`config.mk`:
```
export PLATFORM = sky130hd
export DESIGN_NAME = register_writeback
export DESIGN_NICKNAME = d
export VERILOG_FILES = /design/src/rtl/register_writeback_pkg.sv /design/src/rtl/sync_fifo.sv /design/src/rtl/register_writeback.sv
export SDC_FILE = /design/constraint.sdc
export NUM_CORES = 1
export LEC_CHECK = 0
export ABC_AREA = 1
export BUFFER_PORTS_ARGS = -buffer_cell sky130_fd_sc_hd__buf_2
export CAP_MARGIN = 20
export CORE_ASPECT_RATIO = 1.5
export CORE_MARGIN = 2
export CORE_UTILIZATION = 60
export DETAILED_ROUTE_END_ITERATION = 8
export PLACE_DENSITY = 0.86
export SLEW_MARGIN = 0
export SYNTH_ARGS = -nofsm -noshare
export SYNTH_HDL_FRONTEND = slang
export SYNTH_SLANG_ARGS = --single-unit
export TNS_END_PERCENT = 20
```
`constraint.sdc`:
```
create_clock -name i_clk -period 5.8 [get_ports i_clk]
set_input_delay 0.58 -clock i_clk [delete_from_list [all_inputs] [get_ports i_clk]]
set_output_delay 0.58 -clock i_clk [all_outputs]
set_load 0.1 [all_outputs]
```
`src/rtl/register_writeback_pkg.sv`:
```
// Shared types for the register-file write side.
//   t_register_index : 5-bit architectural register number (x0 is hardwired zero)
//   t_data           : 32-bit register value
//   t_wb_entry       : one pending write (destination + value), as buffered for loads
package register_writeback_pkg;

   localparam int NUM_REGS = 32;

   typedef logic [4:0]  t_register_index;
   typedef logic [31:0] t_data;

   typedef struct packed {
      t_register_index rd;
      t_data           data;
   } t_wb_entry;

   localparam t_register_index REG_ZERO = '0;

endpackage

```
`src/rtl/sync_fifo.sv`:
```
// Single-clock FIFO of an arbitrary packed element type.
//   i_clk, i_reset : clock, synchronous active-high reset (empties the FIFO)
//   i_push, i_data : write one element; ignored when full unless popping the same cycle
//   i_pop, o_data  : o_data is the head; i_pop removes it (ignored when empty)
//   o_full/o_empty : occupancy flags, registered state only
// DEPTH must be a power of two >= 2 so the pointers wrap naturally.
module sync_fifo #(
   parameter int DEPTH = 4,
   parameter type T = logic [7:0]
) (
   input  logic i_clk,
   input  logic i_reset,
   input  logic i_push,
   input  T     i_data,
   input  logic i_pop,
   output T     o_data,
   output logic o_full,
   output logic o_empty
);

   localparam int AW = $clog2(DEPTH);
   localparam logic [AW:0] CNT_FULL = (AW+1)'(DEPTH);

   T              mem_q [DEPTH];
   logic [AW-1:0] wptr_q, wptr_d;
   logic [AW-1:0] rptr_q, rptr_d;
   logic [AW:0]   cnt_q,  cnt_d;
   logic          do_push, do_pop;

   assign o_full  = (cnt_q == CNT_FULL);
   assign o_empty = (cnt_q == '0);
   assign o_data  = mem_q[rptr_q];

   assign do_pop  = i_pop && !o_empty;
   // A pop in the same cycle frees the slot being written.
   assign do_push = i_push && (!o_full || do_pop);

   always_comb begin
      wptr_d = wptr_q;
      rptr_d = rptr_q;
      cnt_d  = cnt_q;
      if (do_push) wptr_d = wptr_q + 1'b1;
      if (do_pop)  rptr_d = rptr_q + 1'b1;
      if (do_push && !do_pop)      cnt_d = cnt_q + 1'b1;
      else if (do_pop && !do_push) cnt_d = cnt_q - 1'b1;
   end

   always_ff @(posedge i_clk) begin
      if (i_reset) begin
         wptr_q <= '0;
         rptr_q <= '0;
         cnt_q  <= '0;
      end else begin
         wptr_q <= wptr_d;
         rptr_q <= rptr_d;
         cnt_q  <= cnt_d;
      end
   end

   // Storage needs no reset; occupancy is tracked by the pointers.
   always_ff @(posedge i_clk) begin
      if (do_push) mem_q[wptr_q] <= i_data;
   end

endmodule

```
`src/rtl/register_writeback.sv`:
```
// Write-side front end of the GPR file.
//   i_clk, i_reset              : clock, synchronous active-high reset
//   i_issue_*, o_issue_ready    : destination reservation; stalls when the reg's counter is full
//   i_alu_*                     : single-cycle results, highest priority, never stalled
//   i_load_*, o_load_ready      : multi-cycle results, buffered in a small FIFO
//   o_rf_*                      : registered register-file write port
//   i_read_idx1/2, o_fwd_*      : bypass of the in-flight write to the two read ports
//   o_busy                      : per-register "write outstanding" flags
//   o_error                     : sticky, a result committed to a register with no reservation
module register_writeback
   import register_writeback_pkg::*;
#(
   parameter int LOAD_FIFO_DEPTH = 4,
   parameter int PEND_W          = 2
) (
   input  logic            i_clk,
   input  logic            i_reset,
   input  logic            i_issue_valid,
   input  t_register_index i_issue_rd,
   output logic            o_issue_ready,
   input  logic            i_alu_valid,
   input  t_register_index i_alu_rd,
   input  t_data           i_alu_data,
   input  logic            i_load_valid,
   output logic            o_load_ready,
   input  t_register_index i_load_rd,
   input  t_data           i_load_data,
   output logic            o_rf_write_enable,
   output t_register_index o_rf_rd,
   output t_data           o_rf_data,
   input  t_register_index i_read_idx1,
   input  t_register_index i_read_idx2,
   output logic            o_fwd_valid1,
   output logic            o_fwd_valid2,
   output t_data           o_fwd_data1,
   output t_data           o_fwd_data2,
   output logic [31:0]     o_busy,
   output logic            o_error
);

   localparam logic [PEND_W-1:0] CNT_MAX = '1;

   t_wb_entry load_entry, alu_entry, head, sel;
   logic      fifo_full, fifo_empty, load_push;
   logic      alu_sel, fifo_sel, sel_valid, issue_acc;

   logic            we_q, we_d;
   t_register_index rd_q, rd_d;
   t_data           data_q, data_d;
   logic [NUM_REGS-1:0][PEND_W-1:0] cnt_q, cnt_d;
   logic            error_q, error_d;

   // ---------------- load buffer ----------------
   assign load_entry   = '{rd: i_load_rd, data: i_load_data};
   assign o_load_ready = !fifo_full;
   // x0 loads are handshaken but never stored.
   assign load_push    = i_load_valid && o_load_ready && (i_load_rd != REG_ZERO);

   sync_fifo #(
      .DEPTH (LOAD_FIFO_DEPTH),
      .T     (t_wb_entry)
   ) u_load_fifo (
      .i_clk   (i_clk),
      .i_reset (i_reset),
      .i_push  (load_push),
      .i_data  (load_entry),
      .i_pop   (fifo_sel),
      .o_data  (head),
      .o_full  (fifo_full),
      .o_empty (fifo_empty)
   );

   // ---------------- arbiter ----------------
   assign alu_entry = '{rd: i_alu_rd, data: i_alu_data};
   assign alu_sel   = i_alu_valid && (i_alu_rd != REG_ZERO);
   assign fifo_sel  = !alu_sel && !fifo_empty;
   assign sel_valid = alu_sel || fifo_sel;
   assign sel       = alu_sel ? alu_entry : head;

   // ---------------- output register ----------------
   always_comb begin
      we_d   = sel_valid;
      rd_d   = rd_q;
      data_d = data_q;
      if (sel_valid) begin
         rd_d   = sel.rd;
         data_d = sel.data;
      end
   end

   always_ff @(posedge i_clk) begin
      if (i_reset) begin
         we_q   <= 1'b0;
         rd_q   <= '0;
         data_q <= '0;
      end else begin
         we_q   <= we_d;
         rd_q   <= rd_d;
         data_q <= data_d;
      end
   end

   assign o_rf_write_enable = we_q;
   assign o_rf_rd           = rd_q;
   assign o_rf_data         = data_q;

   // ---------------- scoreboard ----------------
   // A commit to the same register this cycle frees a slot, so a saturated
   // register can still take an issue (net change zero). cnt_q[0] stays 0,
   // which keeps x0 issues always ready.
   assign o_issue_ready = (cnt_q[i_issue_rd] != CNT_MAX) ||
                          (sel_valid && (sel.rd == i_issue_rd));
   assign issue_acc     = i_issue_valid && o_issue_ready && (i_issue_rd != REG_ZERO);

   always_comb begin
      cnt_d   = cnt_q;
      error_d = error_q;
      for (int r = 1; r < NUM_REGS; r++) begin
         if (sel_valid && (sel.rd == t_register_index'(r))) begin
            if (cnt_q[r] == '0)
               error_d = 1'b1;
            else if (!(issue_acc && (i_issue_rd == t_register_index'(r))))
               cnt_d[r] = cnt_q[r] - 1'b1;
         end else if (issue_acc && (i_issue_rd == t_register_index'(r))) begin
            cnt_d[r] = cnt_q[r] + 1'b1;
         end
      end
      cnt_d[0] = '0;
   end

   always_ff @(posedge i_clk) begin
      if (i_reset) begin
         cnt_q   <= '0;
         error_q <= 1'b0;
      end else begin
         cnt_q   <= cnt_d;
         error_q <= error_d;
      end
   end

   always_comb begin
      o_busy = '0;
      for (int r = 1; r < NUM_REGS; r++) o_busy[r] = (cnt_q[r] != '0);
   end

   assign o_error = error_q;

   // ---------------- forwarding ----------------
   // Busy has already dropped when the write sits in o_rf_*, but the register
   // file only holds the value after the next edge; bridge that cycle.
   assign o_fwd_valid1 = we_q && (rd_q == i_read_idx1) && (i_read_idx1 != REG_ZERO);
   assign o_fwd_valid2 = we_q && (rd_q == i_read_idx2) && (i_read_idx2 != REG_ZERO);
   assign o_fwd_data1  = data_q;
   assign o_fwd_data2  = data_q;

endmodule
```
==> results.json <==
{
  "max_freq_mhz": 238,
  "gp_congestion": 1.01,
  "overflow": 0,
  "route.detailed.drc": 0,
  "stdcell_area_sq_um": 15500,
  "hold_slack_ns": 0.254,
  "clkSinkCount": 258,
  "relSlewSlack": 0.259,
  "path_clk_slew_ns": 0.06,
  "wl_um": 40400,
  "worstSetupEndpoint": "o_issue_ready",
  "viasPerCell": 5.71,
  "first_global_vias": 12400,
  "routedWlPerCell_um": 17.8,
  "crit_buf_inv": 2,
  "tns_ns": 0,
  "io_buffer_count": 231,
  "ys_seq_area_frac": 0.480,
  "synth_cells": 1837,
  "root_buffer": "clkbuf_16",
  "cpPeakStageDelay_ns": 0.53,
  "die_y_um": 190,
  "dpl_cell_area_sq_um": 14600,
  "syn_area_sq_um": 13800,
  "status": "complete, no violations",
  "rsz0062_at_grt": "no",
  "r2r_cells": 17,
  "fin_nets": 2072,
  "insertion_delay_ns": 0.54,
  "post_cts_resized": 0,
  "antenna_found_initial": 2,
  "synth_ff_type": "edfxtp_1",
  "power.switching_mw": 3.11,
  "setup_violations": 0,
  "grt_max_degree": 50,
  "syn_area_per_cell_sq_um": 7.53,
  "ios": 233,
  "rows": 68,
  "path_depth": 12,
  "fin_worst_skew_ns": 0.0191,
  "synth_common_cells": "nand2_1, nor2_1, inv_1",
  "min-delay-start": "i_load_data[28]",
  "yosys.area.top_type": "edfxtp_1",
  "switching_share": 0.467,
  "power_leakage_nw": 6.95,
  "yosysTopAreaCellShare": 0.321,
  "yosysMostFrequentCell": "nand2_1",
  "grt_first_pass_wirelength_um": 62400,
  "r2r_setup_slack_ns": 2.32,
  "crit_type": "reg2out",
  "worstPathRequired_ns": 5.22,
  "cp_slowest_cell": "buf_2",
  "synthTopCellsByArea": "edfxtp_1, dfxtp_1, nand2_1",
  "core_area_sq_um": 22800,
  "groute.usage.overall": 0.327,
  "combPwrFrac": 0.405,
  "power_density_nw_per_um2": 430,
  "drt_iter0_markers": 910,
  "dieArea_sq_um": 24300,
  "end_kind": "primary output",
  "hold_violations": 0,
  "path_cells": "inv_2, nand2_1, nand3_1, nand2_1, nand2_1, nand2_1, nand2_1, nand2_1, nor2_1, nand3_2, nand2_2, buf_2",
  "cts_made_buffers": 25,
  "path_max_fanout": 34,
  "drive_gt1_frac": 0.155,
  "postCtsSetupRepairBufs": 0,
  "crit_path_frequent_cell": "nand2_1",
  "start_util": 0.607,
  "worstMarginPinSlew_ns": 1.11,
  "place.detailed.hpwl_um": 28800,
  "tritoncts": "yes",
  "max_cap_viol_count": 0,
  "htree_levels": 1,
  "syn_to_final_growth_pct": 12.0,
  "min_period_over_period": 0.723,
  "synth_cell_types": 43,
  "synth_seq_cells": 258,
  "hold_buffers": 0,
  "cp_top_family": "simple AND/OR/NAND/NOR gates",
  "via_count": 13000,
  "synth_edf_count": 148,
  "ys_warn_count": 0,
  "die_x_um": 128,
  "internal_power_mw": 3.56,
  "final.fill_count": 1882,
  "min_period_ns": 4.19,
  "first_pass_iters": 6,
  "clockBufferDepth": 3,
  "seqPwrFrac": 0.344,
  "min_path_type": "in2reg",
  "ir_drop_mv": 0.503,
  "ant_nets": 0,
  "p_clk_frac": 0.251,
  "arrival_ns": 3.61,
  "rr_endpoint": "cnt_q[43]",
  "maxSlewViolCount": 0,
  "startpoint_type": "flop",
  "syn_nets": 1937,
  "synthArstFlopShare": 0
}
## cell usage in the layout, fill, tap and decap left out, drive strengths merged, types with 2 or more instances in the layout
master	count
clkinvlp	3
dfxtp	110
o311ai	14
nand3b	2
edfxtp	148
nand3	172
ha	5
o221ai	2
buf	243
nand4	13
o21ai	90
nor3	8
o2111ai	2
a211oi	3
clkinv	13
nand2	549
a21oi	96
o22ai	19
inv	182
clkbuf	29
xor2	25
xnor2	3
nor2	244
bufinv	4
## sequential cells by signal, indices dropped and copies added, names as in the netlist, named ones only
signal,flops
o_error,1
cnt_q,62
o_rf_rd,5
u_load_fifo.cnt_q,3
u_load_fifo.wptr_q,2
o_rf_write_enable,1
u_load_fifo.rptr_q,2
u_load_fifo.mem_q,148
o_fwd_data1,32
## layout make-up
class                   count  area (sq um)  share of cell area
diodes                      1          2.50            0.000161
clock buffers              29           641              0.0413
clock inverters            17           198              0.0127
inverters                 185           694              0.0448
multi-input cells        1259          5710               0.368
flip-flops and latches    258          6650               0.429
well taps                 280           350              0.0226
repair buffers            243          1270              0.0817
## power groups by stage
stage,sequential (mW),combinational [mW],clock (mW)
global placement,2.32,2.63,0
finish,2.30,2.70,1.67
floorplan,2.79,1.79,0
CTS,2.29,2.68,1.68
detailed placement,2.33,2.67,0
global route,2.31,2.84,1.75
## worst register-to-register path: stages (launching register included)
cell	delay [ns]
dfxtp_2	0.51
inv_2	0.49
nand2_1	0.15
nand3_1	0.10
nand2_1	0.06
nand2_1	0.13
nand2_1	0.19
nand2_1	0.10
nand2_1	0.06
nor2_1	0.15
nand3_2	0.16
a21oi_4	0.61
buf_16	0.24
nand2_1	0.09
nand2_1	0.11
nand3_1	0.08
nand2_1	0.07
nor2_1	0.04
## logic make-up after synthesis
group / Yosys count / synth area share
xor+xnor: 29 / 0.0193
fa+ha+maj: 6 / 0.00597
flops: 258 / 0.480
simple gates: 993 / 0.293
compound gates: 230 / 0.0918
other cells: 1 / 0.000271
buf+inv: 320 / 0.110
## metrics by stage
stage	cells	utilization	total power [mW]	worst slack [ns]
finish	2272	0.680	6.67	1.61
global route	2271	0.680	6.90	1.32
CTS	2270	0.679	6.65	1.64
detailed placement	2224	0.642	5.00	1.55
global placement	2224	0.642	4.95	1.62
floorplan	1837	-	4.58	1.63
## how the worst min path moves through the flow
stage	to	slack [ns]	cells past startpoint
4_1_cts	u_load_fifo.mem_q[2][28]	0.24	1
3_5_place_dp	cnt_q[53]	0.46	2
6_report	u_load_fifo.mem_q[2][28]	0.25	1
2_1_floorplan	cnt_q[61]	0.44	2
5_1_grt	u_load_fifo.mem_q[3][24]	0.24	1
3_3_place_gp	cnt_q[61]	0.46	2
## per-layer routing
metal  global-route usage  vias up  share of wire
met5                    0        -        0.00027
met4                0.181        2          0.057
met3               0.0501      145          0.083
met2                0.603      666           0.52
met1                0.355     5986           0.34
li1                     -     6179              -
Power figures use the tool's default switching activity.
